==> src/rtl/mxm_pkg.sv <==
// Shared sizing helpers and the rounding/saturation arithmetic for the MxM MAC array.
// Everything here is pure combinational math used by the lane and top modules.
package mxm_pkg;

  localparam int RS_W = 64;
  localparam logic signed [RS_W-1:0] RS_ONE = 1;

  typedef struct packed {
    logic                   sat;
    logic signed [RS_W-1:0] y;
  } rs_t;

  function automatic int nw_of(input int nmax);
    return $clog2(nmax + 1);
  endfunction

  function automatic int acc_w_of(input int w, input int nmax);
    return 2 * w + $clog2(nmax);
  endfunction

  function automatic int lane_lsb(input int lane, input int w);
    return lane * w;
  endfunction

  // Round half up by f bits, then clamp to a signed w-bit range.
  function automatic rs_t round_sat(input logic signed [RS_W-1:0] s, input int w, input int f);
    logic signed [RS_W-1:0] r;
    logic signed [RS_W-1:0] hi;
    logic signed [RS_W-1:0] lo;
    rs_t res;
    if (f == 0) r = s;
    else        r = (s + (RS_ONE <<< (f - 1))) >>> f;
    hi = (RS_ONE <<< (w - 1)) - RS_ONE;
    lo = -(RS_ONE <<< (w - 1));
    res.sat = (r > hi) || (r < lo);
    if (r > hi)      res.y = hi;
    else if (r < lo) res.y = lo;
    else             res.y = r;
    return res;
  endfunction

endpackage

==> src/rtl/mxm_mac_lane.sv <==
// One MAC lane: signed multiply, accumulate, and the rounded/saturated view of the running sum.
// y/sat reflect the sum including the current beat so the top can register them on the last beat.
module mxm_mac_lane
  import mxm_pkg::*;
#(
  parameter int W     = 8,
  parameter int F     = 4,
  parameter int ACC_W = 24
) (
  input  logic         clk,
  input  logic         rst,
  input  logic         en,
  input  logic         first,
  input  logic         last,
  input  logic [W-1:0] a,
  input  logic [W-1:0] x,
  output logic [W-1:0] y,
  output logic         sat
);

  logic signed [2*W-1:0]   prod;
  logic signed [ACC_W-1:0] acc_reg;
  logic signed [ACC_W-1:0] sum_next;
  rs_t                     rs;
  logic                    rs_unused;

  assign prod     = (2*W)'($signed(a)) * (2*W)'($signed(x));
  // The first beat overwrites the accumulator, so no separate clear cycle exists.
  assign sum_next = first ? ACC_W'(prod) : acc_reg + ACC_W'(prod);
  assign rs       = round_sat(RS_W'(sum_next), W, F);
  assign y        = rs.y[W-1:0];
  assign sat      = rs.sat;
  assign rs_unused = ^rs.y[RS_W-1:W];

  always_ff @(posedge clk) begin
    if (!rst) begin
      acc_reg <= '0;
    end else if (en) begin
      acc_reg <= last ? '0 : sum_next;
    end
  end

endmodule

==> src/rtl/mxm_mac_array.sv <==
// Multi-lane streaming dot-product engine: X broadcast to LANES rows, result per lane after n_len beats.
// Owns the beat counter, length latch, valid/ready handshakes and the output register.
module mxm_mac_array
  import mxm_pkg::*;
#(
  parameter int W     = 8,
  parameter int F     = 4,
  parameter int LANES = 4,
  parameter int NMAX  = 256,
  parameter int NW    = nw_of(NMAX),
  parameter int ACC_W = acc_w_of(W, NMAX)
) (
  input  logic                 clk,
  input  logic                 rst,
  input  logic [NW-1:0]        n_len,
  input  logic                 in_valid,
  output logic                 in_ready,
  input  logic [LANES*W-1:0]   a_in,
  input  logic [W-1:0]         x_in,
  output logic                 out_valid,
  input  logic                 out_ready,
  output logic [LANES*W-1:0]   y_out,
  output logic [LANES-1:0]     sat_flags,
  output logic                 sat_sticky
);

  logic [NW-1:0]      cnt_reg;
  logic [NW-1:0]      len_reg;
  logic [NW-1:0]      n_clamp;
  logic [NW-1:0]      len_eff;
  logic               first;
  logic               last;
  logic               fire;
  logic [LANES*W-1:0] y_next;
  logic [LANES-1:0]   sat_next;

  always_comb begin
    if (n_len == '0)             n_clamp = NW'(1);
    else if (n_len > NW'(NMAX))  n_clamp = NW'(NMAX);
    else                         n_clamp = n_len;
  end

  // The length in force is the live n_len only on the first beat of a vector.
  assign first    = (cnt_reg == '0);
  assign len_eff  = first ? n_clamp : len_reg;
  assign last     = (cnt_reg == len_eff - NW'(1));
  assign in_ready = rst && !(last && out_valid && !out_ready);
  assign fire     = in_valid && in_ready;

  generate
    for (genvar gi = 0; gi < LANES; gi++) begin : g_lane
      mxm_mac_lane #(
        .W     (W),
        .F     (F),
        .ACC_W (ACC_W)
      ) u_lane (
        .clk   (clk),
        .rst   (rst),
        .en    (fire),
        .first (first),
        .last  (last),
        .a     (a_in[lane_lsb(gi, W) +: W]),
        .x     (x_in),
        .y     (y_next[lane_lsb(gi, W) +: W]),
        .sat   (sat_next[gi])
      );
    end
  endgenerate

  always_ff @(posedge clk) begin
    if (!rst) begin
      cnt_reg    <= '0;
      len_reg    <= NW'(1);
      out_valid  <= 1'b0;
      y_out      <= '0;
      sat_flags  <= '0;
      sat_sticky <= 1'b0;
    end else begin
      if (fire) begin
        if (first) len_reg <= n_clamp;
        cnt_reg <= last ? '0 : cnt_reg + NW'(1);
      end
      // A new result may replace one being handshaked in the same cycle.
      if (fire && last) begin
        out_valid  <= 1'b1;
        y_out      <= y_next;
        sat_flags  <= sat_next;
        sat_sticky <= sat_sticky | (|sat_next);
      end else if (out_valid && out_ready) begin
        out_valid <= 1'b0;
      end
    end
  end

endmodule

==> config.mk <==
export PLATFORM = sky130hd
export DESIGN_NAME = mxm_mac_array
export DESIGN_NICKNAME = d
export VERILOG_FILES = /design/src/rtl/mxm_pkg.sv /design/src/rtl/mxm_mac_lane.sv /design/src/rtl/mxm_mac_array.sv
export SDC_FILE = /design/constraint.sdc
export NUM_CORES = 1
export LEC_CHECK = 0
export BUFFER_PORTS_ARGS = -buffer_cell sky130_fd_sc_hd__buf_4
export CORE_MARGIN = 8
export CORE_UTILIZATION = 55
export DETAILED_ROUTE_END_ITERATION = 8
export PLACE_DENSITY = 0.72
export SYNTH_ARGS = -nofsm -noshare
export SYNTH_HDL_FRONTEND = slang
export SYNTH_SLANG_ARGS = --single-unit
==> constraint.sdc <==
create_clock -name clk -period 12.3 [get_ports clk]
set_input_delay 3.075 -clock clk [delete_from_list [all_inputs] [get_ports clk]]
set_output_delay 3.075 -clock clk [all_outputs]
set_load 0.1 [all_outputs]
* Word level (Yosys, flattened, before mapping)
Index checks and enable logic that the tools add are counted.
Storage, ports and cells: register bits after elaboration 152, bits of input ports 53, output and inout bits 39, word-level logic and storage cells 73
Cells by class: $add $sub $neg 10, multiply operators 4, magnitude comparators 9, eq/ne operators 1, multiplexer cells 22, bitwise gates (word level) 1, reduce and logical (&&, ||, !) cells 16
Operators by type and width (number):
- $mux W24 | 8
- $add A24 B5 Y25 const B | 4
- $add A24 B16 Y24 | 4
- $gt A21 B8 Y1 const B | 4
- $lt A21 B8 Y1 const B | 4
- $mul A8 B8 Y16 | 4
- $mux W8 | 8
- $mux W9 | 4
- $logic_not A9 Y1 | 2
- $add A9 B1 Y9 const B | 1
- $eq A9 B9 Y1 | 1
- $gt A9 B9 Y1 const B | 1
- $sub A9 B1 Y9 const B | 1
- $logic_and A1 B1 Y1 | 6
- $logic_or A1 B1 Y1 | 4
- $reduce_or A4 Y1 | 1
- $logic_not A1 Y1 | 2
- $mux W1 | 2
- $reduce_bool A2 Y1 | 1
- $or A1 B1 Y1 | 1

* Depth between registers and ports, before layout
word-level depth 13, gate-level depth with buffers 32, depth with buffers taken out 30

* By module
From an unflattened synthesis, not the netlist that was laid out.
Unflattened totals: cells, all modules 3256, area total of the unflattened synthesis 26401.6 um^2
By module, submodules not included:
- mxm_mac_lane (g_lane[0].u_lane) | instances 1, cells an instance 769, area an instance 5999.5 um^2, seq. area each 480.5 um^2
- mxm_mac_lane (g_lane[2].u_lane) | instances 1, cells an instance 707, area an instance 5967.0 um^2, seq. area each 480.5 um^2
- mxm_mac_lane (g_lane[3].u_lane) | instances 1, cells an instance 729, area an instance 5849.4 um^2, seq. area each 480.5 um^2
- mxm_mac_lane (g_lane[1].u_lane) | instances 1, cells an instance 695, area an instance 5695.5 um^2, seq. area each 480.5 um^2
- mxm_mac_array | instances 1, cells an instance 356, area an instance 2890.3 um^2, seq. area each 1121.1 um^2

* Least setup slack after synthesis
Ideal clock, no wire load.
kind input -> register, start point input port x_in[0], end point register y_out[8], arrival 10.839 ns, path slack 1.340 ns, stages 29, buffers on the path 2, path through clkbuf_1 > clkbuf_1 > and2_1 > fa_1 > inv_1 > fa_1 > inv_1 > fa_1 > fa_1 > ha_1 > and2_1 > a221oi_1 > a21oi_1 > o21a_1 > o22ai_1 > ha_1 > o21ai_0 > nor2_1 > o41ai_1 > o21a_1 > and4_1 > a221o_1 > a21bo_2 > nor4bb_1 > mux2_2 > or4_1 > o21ai_1 > nor2b_1 > o21ai_1
Between the ends: cells in the longest elaborated chain, start to end 7, elaborated cells between the ends (all ways) 8
Ends and longest elaborated chain:
- start: declaration | RTL line mxm_mac_array.sv:19 | input logic [W-1:0] x_in,
- $mul A8 B8 Y16 * | RTL line mxm_mac_lane.sv:27 | assign prod = (2*W)'($signed(a)) * (2*W)'($signed(x));
- $add A24 B16 Y24 | RTL line mxm_mac_lane.sv:29 | assign sum_next = first ? ACC_W'(prod) : acc_reg + ACC_W'(prod);
- $mux W24 * | RTL line mxm_mac_lane.sv:29
- $add A24 B5 Y25 * | RTL line mxm_pkg.sv:32 | else r = (s + (RS_ONE <<< (f - 1))) >>> f;
- $lt A21 B8 Y1 | RTL line mxm_pkg.sv:37 | else if (r < lo) res.y = lo;
- $mux W8 | RTL line mxm_pkg.sv:37
- $mux W8 * | RTL line mxm_pkg.sv:36 | if (r > hi) res.y = hi;
- end signal: assignment | RTL line mxm_mac_array.sv:86 | y_out <= y_next;
- end: declaration | RTL line mxm_mac_array.sv:22 | output logic [LANES*W-1:0] y_out,
Every way passes the cells marked *; elsewhere a longest branch is shown, timed or not. A chain may end at the register's enable or synchronous reset.

* Final worst setup path
start point input port x_in[2], end point register y_out[29]
Same word-level chain as after synthesis.

==> metrics.txt <==
status finished clean; Worst Tran Pin Value about 1.3 ns; leading cell type in the layout, fill and taps excluded inv_1; distinct cell type count after synthesis 95; first-pass GRT wire length approximately 110000 um; Synth Area in XOR/XNOR 0.0510; CTS tree done; Crit path required time 12.68 ns; Slew Limit Fails 0; met2 WL 29000 um; largest family of logic cells by synthesized area adder cells; TNS Setup 0 ns; Post-synth top flop dfxtp_1; CTS sink cnt 152; Hold Crit Class register to register; H-Tree Depth 4; DR top layer met4; WL/cell 17.8 um; fmax 86.6 MHz; Initial Utilization 0.553; DR WL met3 4640 um; hold bufs inserted after CTS 0; RSZ-0062 raised after global routing no; share of layout cells above drive strength 1 0.0672; root buffer cell clkbuf_16; Startpoint Class input pin; First-pass DRT Iterations 6; Final Cycle Share 0.939; clk buf depth 2; core footprint 0.0450 mm2; Post-synth EDFFs 0; Routability Congestion 0.957; via count about 23000; Final Skew about 0.015 ns; cells after synthesis 3153; flops & latches, synth 152; drc violations 0; slowest CP cell o41ai_1; nets 3634; drt total wl approximately 67000 um; Post-CTS Repair Setup Buffers 0; Site Rows 78; Mapped Avg Cell Area 7.89 um2; Synth Net Count 3645; global route overflow 0; Seq/Total Area, Yosys 0.122; Post-Synth Adder-Cell Area 0.288; Final WS setup 0.750 ns; Syn Std Cell Area 0.0249 mm2; crit path time final 11.55 ns; vias in the first global route between 20000 and 25000; number of diodes 0; Synth Area in Compound Gates 0.206; Critical Path End Type register; Final Hold Viols 0; Via-to-Cell Ratio 6.14; DRT iter0 DRCs 2062; synth warn 0; most frequent cells in the layout 311 x inv_1, 278 x nor2_1, 239 x nand2_1, 224 x fa_1, 215 x ha_1; cell repeated most along the worst path inv_1; headroom to the max-slew limit 0.119; area grow syn2layout 6.44%; CP arrival 11.94 ns; crit path kind input pin to register; hold_ws 0.461 ns; Detail Placement HPWL 52000 um; met1 WL ~32000 um; Chip Width 229 um; port buffer count 91; pre-CTS WS roughly 0.45 ns; initial antenna violation count 1; die height 229 um; max reg flops 96; clock latency on the worst-skew pair 0.45 ns; CP max FO 32; cts bufs inserted 17; simple-gate share of the synthesized area 0.243; total die area 0.0523 mm2; post-synthesis mux area share 0.0178; Ports 92; Max-Cap Viols 0; gr usage total 0.249; post_cts resized 0; CP max stage delay 0.65 ns; number of nets with antenna violations after routing 0; asr flop ratio synth 0; CTS clk-pin slew, worst paths around 0.070 ns; largest net degree at the start of global routing 89; final setup violation count 0
-- worst paths after layout --
check                          startpoint                           end  cells past startpoint  slack [ns]
min          g_lane[1].u_lane.acc_reg[16]  g_lane[1].u_lane.acc_reg[16]                      2        0.46
min reg2reg  g_lane[1].u_lane.acc_reg[16]  g_lane[1].u_lane.acc_reg[16]                      2        0.46
max                               x_in[2]                     y_out[29]                     31        0.75
max reg2reg                    cnt_reg[0]                      y_out[8]                     17        5.92
-- metrics by stage --
stage	cells	util	instance area [um2]
3_3_place_gp	3723	0.575	25900
5_1_grt	3755	0.589	26500
6_report	3755	0.589	26500
3_5_place_dp	3723	0.575	25900
2_1_floorplan	3153	-	24900
4_1_cts	3755	0.589	26500
-- synth_stat cells, types with 28 or more instances --
| cell | n | area [um2] |
|---|---|---|
| a211oi_1 | 66 | 495 |
| a21o_1 | 65 | 488 |
| a21oi_1 | 178 | 891 |
| and2_1 | 212 | 1330 |
| clkbuf_1 | 106 | 398 |
| dfxtp_1 | 152 | 3040 |
| fa_1 | 224 | 4480 |
| ha_1 | 215 | 2690 |
| inv_1 | 311 | 1170 |
| mux2i_1 | 32 | 320 |
| nand2_1 | 241 | 905 |
| nand2b_1 | 28 | 175 |
| nand3_1 | 81 | 405 |
| nand4_1 | 35 | 219 |
| nor2_1 | 279 | 1050 |
| nor2b_1 | 44 | 275 |
| nor3_1 | 79 | 395 |
| o211ai_1 | 38 | 285 |
| o21ai_0 | 138 | 691 |
| xnor2_1 | 92 | 806 |
| xor2_1 | 53 | 464 |
-- cell families after synthesis --
kind of cell,count (synthesis)
buffers and inverters,453
multiplexers,43
XOR/XNOR,145
flip-flops,152
AO/OA/AOI/OAI,753
adder cells (fa/ha/maj),439
AND/OR/NAND/NOR,1168
-- critical path, delay by kind of cell --
family	cells	cell delay (ns)
xor gates and xnor gates	1	0.57
AOI/OAI and AO/OA	10	2.44
buffers and inverters	6	0.66
adders and majority gates	6	3.17
muxes	1	0.23
and+or+nand+nor	7	1.76
-- area by class of cell --
type | instances | area [um2]
multi-input cells | 2548 | 20100
fillers | 4067 | 18500
flip-flops and latches | 152 | 3040
inverters | 312 | 1170
repair buffers | 111 | 833
well taps | 600 | 751
clock buffers | 19 | 443
clock inverters | 13 | 168
-- layer usage --
layer / GRT usage / vias to the layer above
li1: - / 11008
met4: 0.0652 / 0
met2: 0.382 / 807
met1: 0.364 / 11157
met5: 0 / -
met3: 0.0302 / 68
Power is not shown: default switching activity piles up to over one toggle a cycle in this logic, so the estimate is an artifact.
